`config.mk`:
```
export PLATFORM = sky130hd
export DESIGN_NAME = dm_access_ctrl_flat
export DESIGN_NICKNAME = d
export VERILOG_FILES = /design/src/rtl/dm_pkg.sv /design/src/rtl/dm_access_ctrl_if.sv /design/src/rtl/dm_timeout_cnt.sv /design/src/rtl/dm_access_ctrl.sv /design/src/flat_wrapper.sv
export SDC_FILE = /design/constraint.sdc
export NUM_CORES = 1
export LEC_CHECK = 0
export CORE_MARGIN = 5
export CORE_UTILIZATION = 30
export CTS_BUF_LIST = sky130_fd_sc_hd__clkbuf_8
export DETAILED_ROUTE_END_ITERATION = 6
export GPL_TIMING_DRIVEN = 0
export MAX_ROUTING_LAYER = met4
export PLACE_DENSITY = 0.63
export SYNTH_ARGS = -nofsm -noshare
export SYNTH_HDL_FRONTEND = slang
export SYNTH_SLANG_ARGS = --single-unit
```
`constraint.sdc`:
```
create_clock -name clk -period 2.6 [get_ports clk]
set_clock_uncertainty 0.05 [all_clocks]
set_input_delay 0.39 -clock clk [delete_from_list [all_inputs] [get_ports clk]]
set_output_delay 0.39 -clock clk [all_outputs]
set_load 0.02 [all_outputs]
```
`src/rtl/dm_pkg.sv`:
```
// rtl/dm_pkg.sv - shared types and constants for the data-memory access controller
package dm_pkg;

  localparam int DM_ADD_W = 16;
  localparam int DM_DT_W  = 16;
  localparam int CNT_W    = 8;

  localparam logic [DM_ADD_W-1:0] DM_SIZE_DEF = 16'h4000;
  localparam int                  TIMEOUT_DEF = 16;

  typedef enum logic {
    IDLE = 1'b0,
    BUSY = 1'b1
  } dm_state_e;

endpackage

```
`src/rtl/dm_access_ctrl_if.sv`:
```
// rtl/dm_access_ctrl_if.sv - sequencer, DAG, bus-connect and memory signals of the DM controller
interface dm_access_ctrl_if;
  import dm_pkg::*;

  logic                ps_dm_en;
  logic                ps_dm_wrt_en;
  logic                ps_dm_err_clr;
  logic [DM_ADD_W-1:0] dg_dm_add;
  logic [DM_DT_W-1:0]  bc_dt_out;
  logic                dm_ps_stall;
  logic                dm_ps_err;
  logic [DM_DT_W-1:0]  dm_bc_dt;
  logic                dm_bc_dt_vld;
  logic                dm_mem_req;
  logic                dm_mem_we;
  logic [DM_ADD_W-1:0] dm_mem_add;
  logic [DM_DT_W-1:0]  dm_mem_wdt;
  logic                mem_dm_ack;
  logic [DM_DT_W-1:0]  mem_dm_rdt;

  modport master (
    input  ps_dm_en, ps_dm_wrt_en, ps_dm_err_clr, dg_dm_add, bc_dt_out,
    input  mem_dm_ack, mem_dm_rdt,
    output dm_ps_stall, dm_ps_err, dm_bc_dt, dm_bc_dt_vld,
    output dm_mem_req, dm_mem_we, dm_mem_add, dm_mem_wdt
  );

  modport slave (
    output ps_dm_en, ps_dm_wrt_en, ps_dm_err_clr, dg_dm_add, bc_dt_out,
    output mem_dm_ack, mem_dm_rdt,
    input  dm_ps_stall, dm_ps_err, dm_bc_dt, dm_bc_dt_vld,
    input  dm_mem_req, dm_mem_we, dm_mem_add, dm_mem_wdt
  );

endinterface

```
`src/rtl/dm_timeout_cnt.sv`:
```
// rtl/dm_timeout_cnt.sv - saturating 8-bit busy-cycle counter with terminal-count pulse
module dm_timeout_cnt
  import dm_pkg::*;
#(
  parameter int TIMEOUT = TIMEOUT_DEF
) (
  input  logic clk,
  input  logic rst_n,
  input  logic clr_i,
  input  logic en_i,
  output logic tc_o
);

  localparam logic [CNT_W-1:0] TC_VAL = CNT_W'(TIMEOUT - 1);

  logic [CNT_W-1:0] cnt_q, cnt_d;

  always_comb begin
    cnt_d = cnt_q;
    if (clr_i) begin
      cnt_d = '0;
    end else if (en_i && (cnt_q != '1)) begin
      cnt_d = cnt_q + CNT_W'(1);
    end
  end

  always_ff @(posedge clk or negedge rst_n) begin
    if (!rst_n) begin
      cnt_q <= '0;
    end else begin
      cnt_q <= cnt_d;
    end
  end

  // Pulses during the last permitted busy cycle so the abort lands on its closing edge.
  assign tc_o = en_i && (cnt_q == TC_VAL);

endmodule

```
`src/rtl/dm_access_ctrl.sv`:
```
// rtl/dm_access_ctrl.sv - single-outstanding DM access FSM with range check, timeout and sticky error
module dm_access_ctrl
  import dm_pkg::*;
#(
  parameter logic [DM_ADD_W-1:0] DM_SIZE = DM_SIZE_DEF,
  parameter int                  TIMEOUT = TIMEOUT_DEF
) (
  input logic               clk,
  input logic               rst_n,
  dm_access_ctrl_if.master  bus
);

  dm_state_e           state_q, state_d;
  logic                we_q, we_d;
  logic [DM_ADD_W-1:0] add_q, add_d;
  logic [DM_DT_W-1:0]  wdt_q, wdt_d;
  logic [DM_DT_W-1:0]  dt_q, dt_d;
  logic                vld_q, vld_d;
  logic                err_q, err_d;
  logic                err_set;
  logic                cnt_clr;
  logic                cnt_tc;

  dm_timeout_cnt #(
    .TIMEOUT (TIMEOUT)
  ) u_timeout_cnt (
    .clk   (clk),
    .rst_n (rst_n),
    .clr_i (cnt_clr),
    .en_i  (state_q == BUSY),
    .tc_o  (cnt_tc)
  );

  always_comb begin
    state_d = state_q;
    we_d    = we_q;
    add_d   = add_q;
    wdt_d   = wdt_q;
    dt_d    = dt_q;
    vld_d   = 1'b0;
    err_set = 1'b0;
    cnt_clr = 1'b0;
    case (state_q)
      IDLE: begin
        cnt_clr = 1'b1;
        if (bus.ps_dm_en) begin
          if (bus.dg_dm_add < DM_SIZE) begin
            we_d    = bus.ps_dm_wrt_en;
            add_d   = bus.dg_dm_add;
            wdt_d   = bus.bc_dt_out;
            state_d = BUSY;
          end else begin
            err_set = 1'b1;
          end
        end
      end
      BUSY: begin
        // Requests arriving here are sequencer protocol violations and are dropped.
        // An ack coinciding with terminal count still completes the access.
        if (bus.mem_dm_ack) begin
          state_d = IDLE;
          if (!we_q) begin
            dt_d  = bus.mem_dm_rdt;
            vld_d = 1'b1;
          end
        end else if (cnt_tc) begin
          state_d = IDLE;
          err_set = 1'b1;
        end
      end
    endcase
    err_d = err_set || (err_q && !bus.ps_dm_err_clr);
  end

  always_ff @(posedge clk or negedge rst_n) begin
    if (!rst_n) begin
      state_q <= IDLE;
      we_q    <= 1'b0;
      add_q   <= '0;
      wdt_q   <= '0;
      dt_q    <= '0;
      vld_q   <= 1'b0;
      err_q   <= 1'b0;
    end else begin
      state_q <= state_d;
      we_q    <= we_d;
      add_q   <= add_d;
      wdt_q   <= wdt_d;
      dt_q    <= dt_d;
      vld_q   <= vld_d;
      err_q   <= err_d;
    end
  end

  assign bus.dm_ps_stall  = (state_q == BUSY);
  assign bus.dm_mem_req   = (state_q == BUSY);
  assign bus.dm_ps_err    = err_q;
  assign bus.dm_bc_dt     = dt_q;
  assign bus.dm_bc_dt_vld = vld_q;
  assign bus.dm_mem_we    = we_q;
  assign bus.dm_mem_add   = add_q;
  assign bus.dm_mem_wdt   = wdt_q;

endmodule

```
`src/flat_wrapper.sv`:
```
// flat-port wrapper written by rule: the top's interface ports become plain ports
module dm_access_ctrl_flat import dm_pkg::*;
#(
  parameter logic [DM_ADD_W-1:0] DM_SIZE = DM_SIZE_DEF,
  parameter int                  TIMEOUT = TIMEOUT_DEF
)
  (clk, rst_n, bus_ps_dm_en, bus_ps_dm_wrt_en, bus_ps_dm_err_clr, bus_dg_dm_add, bus_bc_dt_out, bus_mem_dm_ack, bus_mem_dm_rdt, bus_dm_ps_stall, bus_dm_ps_err, bus_dm_bc_dt, bus_dm_bc_dt_vld, bus_dm_mem_req, bus_dm_mem_we, bus_dm_mem_add, bus_dm_mem_wdt);
  dm_access_ctrl_if bus_i ();
  input logic clk;
  input logic rst_n;
  input wire logic [$bits(bus_i.ps_dm_en)-1:0] bus_ps_dm_en;
  input wire logic [$bits(bus_i.ps_dm_wrt_en)-1:0] bus_ps_dm_wrt_en;
  input wire logic [$bits(bus_i.ps_dm_err_clr)-1:0] bus_ps_dm_err_clr;
  input wire logic [$bits(bus_i.dg_dm_add)-1:0] bus_dg_dm_add;
  input wire logic [$bits(bus_i.bc_dt_out)-1:0] bus_bc_dt_out;
  input wire logic [$bits(bus_i.mem_dm_ack)-1:0] bus_mem_dm_ack;
  input wire logic [$bits(bus_i.mem_dm_rdt)-1:0] bus_mem_dm_rdt;
  output wire logic [$bits(bus_i.dm_ps_stall)-1:0] bus_dm_ps_stall;
  output wire logic [$bits(bus_i.dm_ps_err)-1:0] bus_dm_ps_err;
  output wire logic [$bits(bus_i.dm_bc_dt)-1:0] bus_dm_bc_dt;
  output wire logic [$bits(bus_i.dm_bc_dt_vld)-1:0] bus_dm_bc_dt_vld;
  output wire logic [$bits(bus_i.dm_mem_req)-1:0] bus_dm_mem_req;
  output wire logic [$bits(bus_i.dm_mem_we)-1:0] bus_dm_mem_we;
  output wire logic [$bits(bus_i.dm_mem_add)-1:0] bus_dm_mem_add;
  output wire logic [$bits(bus_i.dm_mem_wdt)-1:0] bus_dm_mem_wdt;
  assign bus_i.ps_dm_en = bus_ps_dm_en;
  assign bus_i.ps_dm_wrt_en = bus_ps_dm_wrt_en;
  assign bus_i.ps_dm_err_clr = bus_ps_dm_err_clr;
  assign bus_i.dg_dm_add = bus_dg_dm_add;
  assign bus_i.bc_dt_out = bus_bc_dt_out;
  assign bus_i.mem_dm_ack = bus_mem_dm_ack;
  assign bus_i.mem_dm_rdt = bus_mem_dm_rdt;
  assign bus_dm_ps_stall = bus_i.dm_ps_stall;
  assign bus_dm_ps_err = bus_i.dm_ps_err;
  assign bus_dm_bc_dt = bus_i.dm_bc_dt;
  assign bus_dm_bc_dt_vld = bus_i.dm_bc_dt_vld;
  assign bus_dm_mem_req = bus_i.dm_mem_req;
  assign bus_dm_mem_we = bus_i.dm_mem_we;
  assign bus_dm_mem_add = bus_i.dm_mem_add;
  assign bus_dm_mem_wdt = bus_i.dm_mem_wdt;
  dm_access_ctrl #(.DM_SIZE(DM_SIZE), .TIMEOUT(TIMEOUT)) u_core (.clk(clk), .rst_n(rst_n), .bus(bus_i));
endmodule
```
==> reports/results.ini <==
[run_status]
status=completed

[global_routing]
antenna_found_initial=0
grt_pass1_wl_mm=9.14
grt_pass1_vias=1849
track_usage_pct=12.2
overflow=0
grt_max_degree=61

[worst_setup_path]
required_ps=2160
worstSetupPathType=register to output pin
crit_arrival_ps=1440
r2r-start=u_core.bus.dm_mem_req$_DFF_PN0_
endpoint_kind=output pin
start_kind=register
r2r_cells=5
reg2reg_to=u_core.bus.dm_mem_add[0]$_DFFE_PN0P_
cp_max_fo=3
reg2reg_slack_ps=850

[timing]
relSlewSlack_pct=48.8
setup-tns-final_ps=0
tightest_slew_ps=769
hold_violations=0
clock.fmax_mhz=532
setup_violations=0
period_share_pct=72.3
rsz0062_at_grt=no
report.final.slew_viol_count=0
period_needed_ps=1880

[finish]
n_antenna_cell=0
syn_to_final_growth_pct=57.9
nNetsFinal=332
instances_no_fill=384
drive_gt1_share_pct=25.5
finish.utilization_pct=48.7
fillers=739

[placed_design]
dp_cells=368
gp_congestion=0.792
post-dp-hpwl_mm=4.07
numPortBuffers=106

[min_path]
hold_class=input port to async pin

[clock_tree]
cts_resized=0
cts.sink_count=60
tritoncts=built
cts_buffers=9
cts_buffer_depth=2
cts_hold_buffers=0
path_clk_slew_ps=70
cts_max_level=3
clock-root-buffer=clkbuf_8
cts_setup_buffers=0
clkLatencyLatePin_ps=330

[floorplanning]
dieArea_mm2=0.00988
design.portCount=107
initial_utilization_pct=30.9
row_count=32
die_w_um=99.4
die_height_um=99.4
core_mm2=0.00777

[yosys]
yosys_warnings=0
yosysMostFrequentCell=dfrtp_1
yosys-top-cells-area=dfrtp_1, mux2_2, buf_6, a31oi_1, nand2b_1
yosysUniqueCellTypes=32
yosys.area.top_type=dfrtp_1
ys_async_sr_fraction_pct=100
synth-edff-count=0
yosysSeqAreaShare_pct=62.6
synthesis.nets=215
synthAdderAreaFrac_pct=0.522
synth_mux_area_share_pct=22.5
netlist_instances=160
synth-main-ff-cell=dfrtp_1
synth_top_family_by_area=multiplexers
avgSynthCellArea_um2=15.0
synthXorXnorAreaFrac_pct=0.365
netlist_area_mm2=0.00240
synth_top_area_share_pct=62.6
synth_commonest_cells=dfrtp_1, mux2_2, a31oi_1
ys_ff_latch=60
synth_simple_gate_area_share_pct=7.36
synth-compound-area-share_pct=3.91

[job]
maxCapViolCount=0

[routing]
drt_iter0_drc=62
dr.pass1.iters=4
drc_errors=0
ant_nets=0
viasPerCell=4.54
totalWireLength_mm=5.54
wl_per_cell_um=14.4
via_count=1743

[pwr]
p_sw_w=0.000904
vdd_drop_max_v=0.000419
intPower_w=0.00220
power.density_mw_per_mm2=819
power.total_w=0.00310
leakage_nw=1.57
p_sw_share_pct=29.2
power_frac_seq_pct=39.9
power_frac_comb_pct=32.9
power_frac_clock_pct=27.3

[placed cells by master (no fill, tap or decap), drive strengths merged]
cell type | Yosys | layout
clkbuf | 0 | 11
nor4 | 1 | 1
o221ai | 1 | 1
clkinv | 0 | 2
o21bai | 1 | 1
o21ai | 3 | 3
or2 | 1 | 1
nand3b | 1 | 1
buf | 6 | 7
bufinv | 0 | 1
nand2b | 4 | 4
o21a | 1 | 1
nor2 | 2 | 2
clkdlybuf4s50 | 0 | 105
xnor2 | 1 | 1
a31oi | 5 | 5
mux2i | 1 | 1
nand3 | 3 | 3
nor3b | 1 | 1
nand2 | 4 | 4
o311a | 1 | 1
and3 | 2 | 2
ha | 1 | 1
mux2 | 47 | 47
inv | 2 | 3
a311oi | 1 | 1
a21oi | 1 | 1
dfrtp | 60 | 60
nor2b | 2 | 2
clkinvlp | 0 | 1
nand4 | 3 | 3
nor3 | 4 | 4
[cell families (layout without fill, tap and decap cells)]
logic type / after synthesis / count (layout)
flip-flops: 60 / 60
AO/OA/AOI/OAI: 14 / 14
AND/OR/NAND/NOR: 28 / 28
adder cells (fa/ha/maj): 1 / 1
buffers and inverters: 8 / 130
XOR/XNOR: 1 / 1
multiplexers: 48 / 48
[through the flow]
step	instance area (um^2)	hold WS (ps)	worst slack [ps]
5_1_grt	3790	145	645
3_3_place_gp	3590	417	-999
3_5_place_dp	3580	431	573
2_1_floorplan	2400	44.4	887
6_report	3790	81.3	720
4_1_cts	3790	106	677
[worst max path at each step]
stage	slack (ps)	endpoint	start
3_3_place_gp	-1000	u_core.bus.dm_bc_dt[14]$_DFFE_PN0P_	rst_n
3_5_place_dp	570	u_core.bus.dm_mem_wdt[2]$_DFFE_PN0P_	bus_ps_dm_en
6_report	720	bus_dm_ps_stall	u_core.bus.dm_mem_req$_DFF_PN0_
4_1_cts	680	bus_dm_ps_stall	u_core.bus.dm_mem_req$_DFF_PN0_
2_1_floorplan	890	u_core.bus.dm_mem_wdt[0]$_DFFE_PN0P_	u_core.bus.dm_mem_req$_DFF_PN0_
5_1_grt	650	bus_dm_ps_stall	u_core.bus.dm_mem_req$_DFF_PN0_
[power groups by stage]
stage	Combinational [W]	Sequential, W	Clock [W]
floorplan	0.000214	0.00151	0
global placement	0.00103	0.00125	0
detailed placement	0.00103	0.00125	0
CTS	0.00104	0.00124	0.000878
global route	0.00108	0.00127	0.000919
finish	0.00102	0.00124	0.000845
[routing by layer]
metal  GRT usage, %  up-vias  wire length, um
met1           14.7      867             2400
met2           18.8       57             2730
li1               -      810                -
met3           4.28        9              333
met4           5.04        0               68
met5              -        -                0
[critical path, cell delays in order (launching register included)]
cell	delay, ps
dfrtp_1	400
buf_4	130
clkdlybuf4s50_1	590
[state kept, by name, summed over array words and instances, names as in the netlist]
signal	flops
u_core.bus.dm_bc_dt	16
u_core.bus.dm_bc_dt_vld	1
u_core.bus.dm_mem_add	16
u_core.bus.dm_mem_req	1
u_core.bus.dm_mem_wdt	16
u_core.bus.dm_mem_we	1
u_core.bus.dm_ps_err	1
u_core.u_timeout_cnt.cnt_q	8
[cell type report]
class / count / area (um^2) / share of cell area, %
Inverter: 2 / 7.51 / 0.198
Clock inverter: 5 / 51.3 / 1.35
Buffer: 6 / 57.6 / 1.52
Multi-Input combinational cell: 92 / 831 / 21.9
Clock buffer: 11 / 151 / 4.00
Sequential cell: 60 / 1500 / 39.7
Timing Repair Buffer: 106 / 1060 / 28.0
Tap cell: 102 / 128 / 3.37
Power figures use the tool's default switching activity.
==> RTL edit 1, RTL diff (config.mk and constraints unchanged) <==
Make the reset (`rst_n`) synchronous in 2 clocked blocks.
--- a/src/rtl/dm_timeout_cnt.sv
+++ b/src/rtl/dm_timeout_cnt.sv
@@ -24,7 +24,7 @@
     end
   end
 
-  always_ff @(posedge clk or negedge rst_n) begin
+  always_ff @(posedge clk) begin
     if (!rst_n) begin
       cnt_q <= '0;
     end else begin
--- a/src/rtl/dm_access_ctrl.sv
+++ b/src/rtl/dm_access_ctrl.sv
@@ -72,7 +72,7 @@
     err_d = err_set || (err_q && !bus.ps_dm_err_clr);
   end
 
-  always_ff @(posedge clk or negedge rst_n) begin
+  always_ff @(posedge clk) begin
     if (!rst_n) begin
       state_q <= IDLE;
       we_q    <= 1'b0;
Function: differs if rst_n is asserted again (counterexample within 4 cycles, from zero or initial values and one cycle with rst_n low); with rst_n held inactive, the same outputs for 10 cycles.
==> RTL edit 1 against the original RTL <==
Sequential cell count unchanged. Final area down 4.9%. Area after synthesis down 6.3%. Critical endpoint unchanged. Worst setup slack worse by 39 ps. Sequential share of layout area down 6.3 points. Non-clock buffer count up 12. Routed wire length up 14%.
Power is not compared: it rests on default switching activity, and its combinational part moved more than twofold at a synthesized area within 25%.
==> RTL edit 1: results (changes against the original RTL) <==
status=finished clean; largest net degree at the start of global routing=11 (-82%); post-synthesis mux area share=0.4454% (-22 points); Cell Area, Placed=0.003432 mm2 (-4.2%); ranking of synthesized cells by area=dfxtp_1, nand2_1, a21oi_1; post-synthesis xor/xnor area fraction=0% (-0.37 points); # fillers=735 (-0.54%); fraction of layout cells with a size suffix above 1=7.161% (-18 points); Async S/R FF share, synth=0% (-100 points); Mapped Nets=324 (+51%); first-pass GRT wire length=9.894 mm (+8.2%); Wirelength per Cell=12.83 um (-11%); HP Class=register to register; Synth cell types=33 (+3.1%); RD Place Congestion=0.8437 (+6.5%); worst r2r src=u_core.bus.dm_mem_req$_SDFF_PN0_; crit path DAT=1480 ps (+40 ps); CP Max Fanout=4 (+1); top_reg_cell synth=dfxtp_1; final net count=441 (+33%); GR Util All Layers=14.30% (+2.1 points); max_slew headroom=66.27% (+18 points); DP HPWL=4.817 mm (+18%); vias per inst=4.484 (-1.2%); vias in the first global route=2131 (+15%)
[RTL edit 1: logic make-up after synthesis]
| family | Yosys count |
|---|---|
| simple gates | 121 |
| compound gates | 65 |
| flops | 60 |
| buf+inv | 21 |
| mux | 1 |
| fa+ha+maj | 1 |
[RTL edit 1: final cells by class]
type	instances	area, um2	area share [%]
timing repair buffer	106	1061	29.47
clock inverter	6	31.28	0.8687
multi-input combinational	188	920.9	25.57
sequential	60	1201	33.36
inverter	3	11.26	0.3127
clock buffer	10	137.6	3.822
buffer	18	113.9	3.162
tap	99	123.9	3.440
[RTL edit 1: metrics by stage]
| stage | std cells | worst slack [ps] | utilization [%] | hold slack, ps |
|---|---|---|---|---|
| final | 490 | 680.3 | 49.38 | 403.0 |
| after global routing | 490 | 620.4 | 49.38 | 416.1 |
| after CTS | 490 | 659.9 | 49.38 | 405.5 |
| after detailed placement | 474 | 424.8 | 47.07 | 396.0 |
| after global placement | 474 | 457.6 | 47.07 | 392.0 |
| after floorplan | 269 | 1033 | - | 405.3 |
[RTL edit 1: power groups by stage]
| stage | sequential [mW] | clock (mW) | combinational (mW) |
|---|---|---|---|
| 2_1_floorplan | 1.00 | 0 | 0.0606 |
| 3_3_place_gp | 0.973 | 0 | 0.231 |
| 3_5_place_dp | 0.974 | 0 | 0.232 |
| 4_1_cts | 0.953 | 0.744 | 0.233 |
| 5_1_grt | 0.956 | 0.783 | 0.247 |
| 6_report | 0.953 | 0.713 | 0.229 |
[RTL edit 1: layer usage]
layer	vias to the layer above	global-route usage (%)	share of wire [%]
met4	0	5.257	1.2
li1	1138	-	-
met2	67	23.22	48
met1	983	16.60	44
met5	-	-	0
met3	9	4.570	6.6
[RTL edit 1: worst max-delay path by stage]
stage	to	start	cells after the start	slack [ps]
CTS	bus_dm_ps_stall	u_core.bus.dm_mem_req$_SDFF_PN0_	2	660
detailed placement	u_core.bus.dm_mem_add[8]$_SDFFE_PN0P_	rst_n	5	420
floorplan	u_core.bus.dm_mem_we$_SDFFE_PN0P_	u_core.bus.dm_mem_req$_SDFF_PN0_	6	1030
global placement	u_core.bus.dm_mem_add[10]$_SDFFE_PN0P_	rst_n	5	460
finish	bus_dm_ps_stall	u_core.bus.dm_mem_req$_SDFF_PN0_	2	680
global route	bus_dm_ps_stall	u_core.bus.dm_mem_req$_SDFF_PN0_	2	620
[RTL edit 1: worst max-delay path: stages, from the launching register on]
cell and delay [ps]:
dfxtp_1 420, buf_4 140, clkdlybuf4s50_1 590
==> RTL edit 2, RTL diff (same settings) <==
Without the edit above. Set the package constant `TIMEOUT_DEF` to 8 (it was 16).
--- a/src/rtl/dm_pkg.sv
+++ b/src/rtl/dm_pkg.sv
@@ -6,7 +6,7 @@
   localparam int CNT_W    = 8;
 
   localparam logic [DM_ADD_W-1:0] DM_SIZE_DEF = 16'h4000;
-  localparam int                  TIMEOUT_DEF = 16;
+  localparam int                  TIMEOUT_DEF = 8;
 
   typedef enum logic {
     IDLE = 1'b0,
Behaviour: not the same (a bounded check fails within 10 cycles, from zero or initial values and one cycle with rst_n low).
==> RTL edit 2 against the original RTL <==
Routed wire length is 1.5% higher. Synthesized cell count is 0.63% higher. Power is 0.56% higher. Cell count is 0.26% higher. Fmax is 4.8% lower. Area after synthesis is 0.63% lower. Critical path depth stayed put. Die area is 0.56% lower. Worst setup slack worse by 95 ps. Sequential cell count stayed put. Utilization is 0.17 points higher. Final area is 0.17% lower. Largest cell class unchanged. Non-clock buffer count stayed put.
==> RTL edit 2: results (changes against the original RTL) <==
Compound-Gate Fraction of Synth Area=3.624% (-0.29 points); CTS clk-pin slew, worst paths=70 ps (about the same); hold slack=74.50 ps (-6.806 ps); crit-path leading delay family=buffers and inverters; Seq/Total Area, Yosys=63.03% (+0.39 points); Leakage=1.586 nW (+0.83%); Cell Area, Placed=0.003568 mm2 (-0.42%); routed length on met1=2.493 mm (+3.7%); H-Tree Level Count=3 (unchanged); first-pass GRT wire length=9.149 mm (about the same); Wirelength per Cell=14.60 um (+1.2%); fraction of layout cells with a size suffix above 1=26.86% (+1.3 points); Reg2Reg Depth=4 (-1); Async S/R FF share, synth=100.0% (unchanged); routed vias=1746 (+0.17%); post-CTS setup buffers=0 (unchanged); largest net degree at the start of global routing=61 (unchanged); Slew @ Worst Pin=766.4 ps (-2.280 ps); top sig layer=met4; RD Place Congestion=0.8453 (+6.7%); vias in the first global route=1818 (-1.7%); post-synthesis mux area share=22.22% (-0.28 points); routed wl met3=498 um (+50%); Ys Warns=0 (unchanged); initial antenna violation count=0 (unchanged); worst vdd ir=428.7 uV (+2.2%); GR Util All Layers=12.14% (-0.088 points); clk_lat worst skew=320 ps; final net count=333 (+0.30%); DP HPWL=3.999 mm (-1.7%); post-synthesis xor/xnor area fraction=0.3676% (+0.0023 points); status=finished clean; Max stage delay on crit path=590 ps (about the same); met3 usage=5.259% (+0.98 points); reg2reg end=u_core.bus.dm_mem_add[8]$_DFFE_PN0P_; CTS Buf Count=9 (unchanged); EDFF count, synth=0 (unchanged); Final Setup Violations=0 (unchanged); met2 GRT Util=18.03% (-0.72 points); met1 Use GR=14.97% (+0.29 points); Final WS setup=624.5 ps (-95.17 ps); Post-synth top cells=dfrtp_1, mux2_2, a21oi_1, nor3_1; # fillers=702 (-5.0%); Met2 Routed Length=2.567 mm (-6.0%); pre-CTS setup slack=445.2 ps (-127.7 ps); Initial DRC Count=44 (-29%); Mapped Nets=216 (+0.47%); CTS Buffer Depth=2 (unchanged); CP Max Fanout=8 (+5); # diodes=0 (unchanged); Synth Area in Adders=0.5252% (+0.0033 points); ranking of synthesized cells by area=dfrtp_1, mux2_2, a21oi_1; crit path DAT=1540 ps (+100 ps); Synth cell types=32 (unchanged); Resize count post-CTS=0 (unchanged); worst reg2reg setup slack=720 ps (-130 ps); Worst Setup EP=bus_dm_ps_stall
[RTL edit 2: metrics by stage]
stage	cells	utilization, %
final	385	48.92
after global routing	385	48.92
after CTS	385	48.92
after detailed placement	369	46.18
after global placement	369	46.21
after floorplan	161	-
[RTL edit 2: report_power, final]
part | switching (mW) | total [mW] | internal (mW)
sequential | 0.0959 | 1.23 | 1.14
clock | 0.375 | 0.871 | 0.496
combinational | 0.448 | 1.01 | 0.566
total | 0.918 | 3.12 | 2.20
[RTL edit 2: logic make-up (layout without fill, tap and decap cells)]
logic type | Yosys count | in the layout
xor+xnor | 1 | 1
buf+inv | 9 | 131
compound gates | 14 | 14
flops | 60 | 60
fa+ha+maj | 1 | 1
mux | 47 | 47
simple gates | 29 | 29
[RTL edit 2: layout make-up]
type | instances | area share (%)
timing repair buffer | 106 | 28.00
clock buffer | 11 | 4.005
inverter | 3 | 0.2979
buffer | 6 | 0.9599
sequential | 60 | 39.72
multi-input combinational | 92 | 22.05
clock inverter | 5 | 1.589
tap | 102 | 3.376
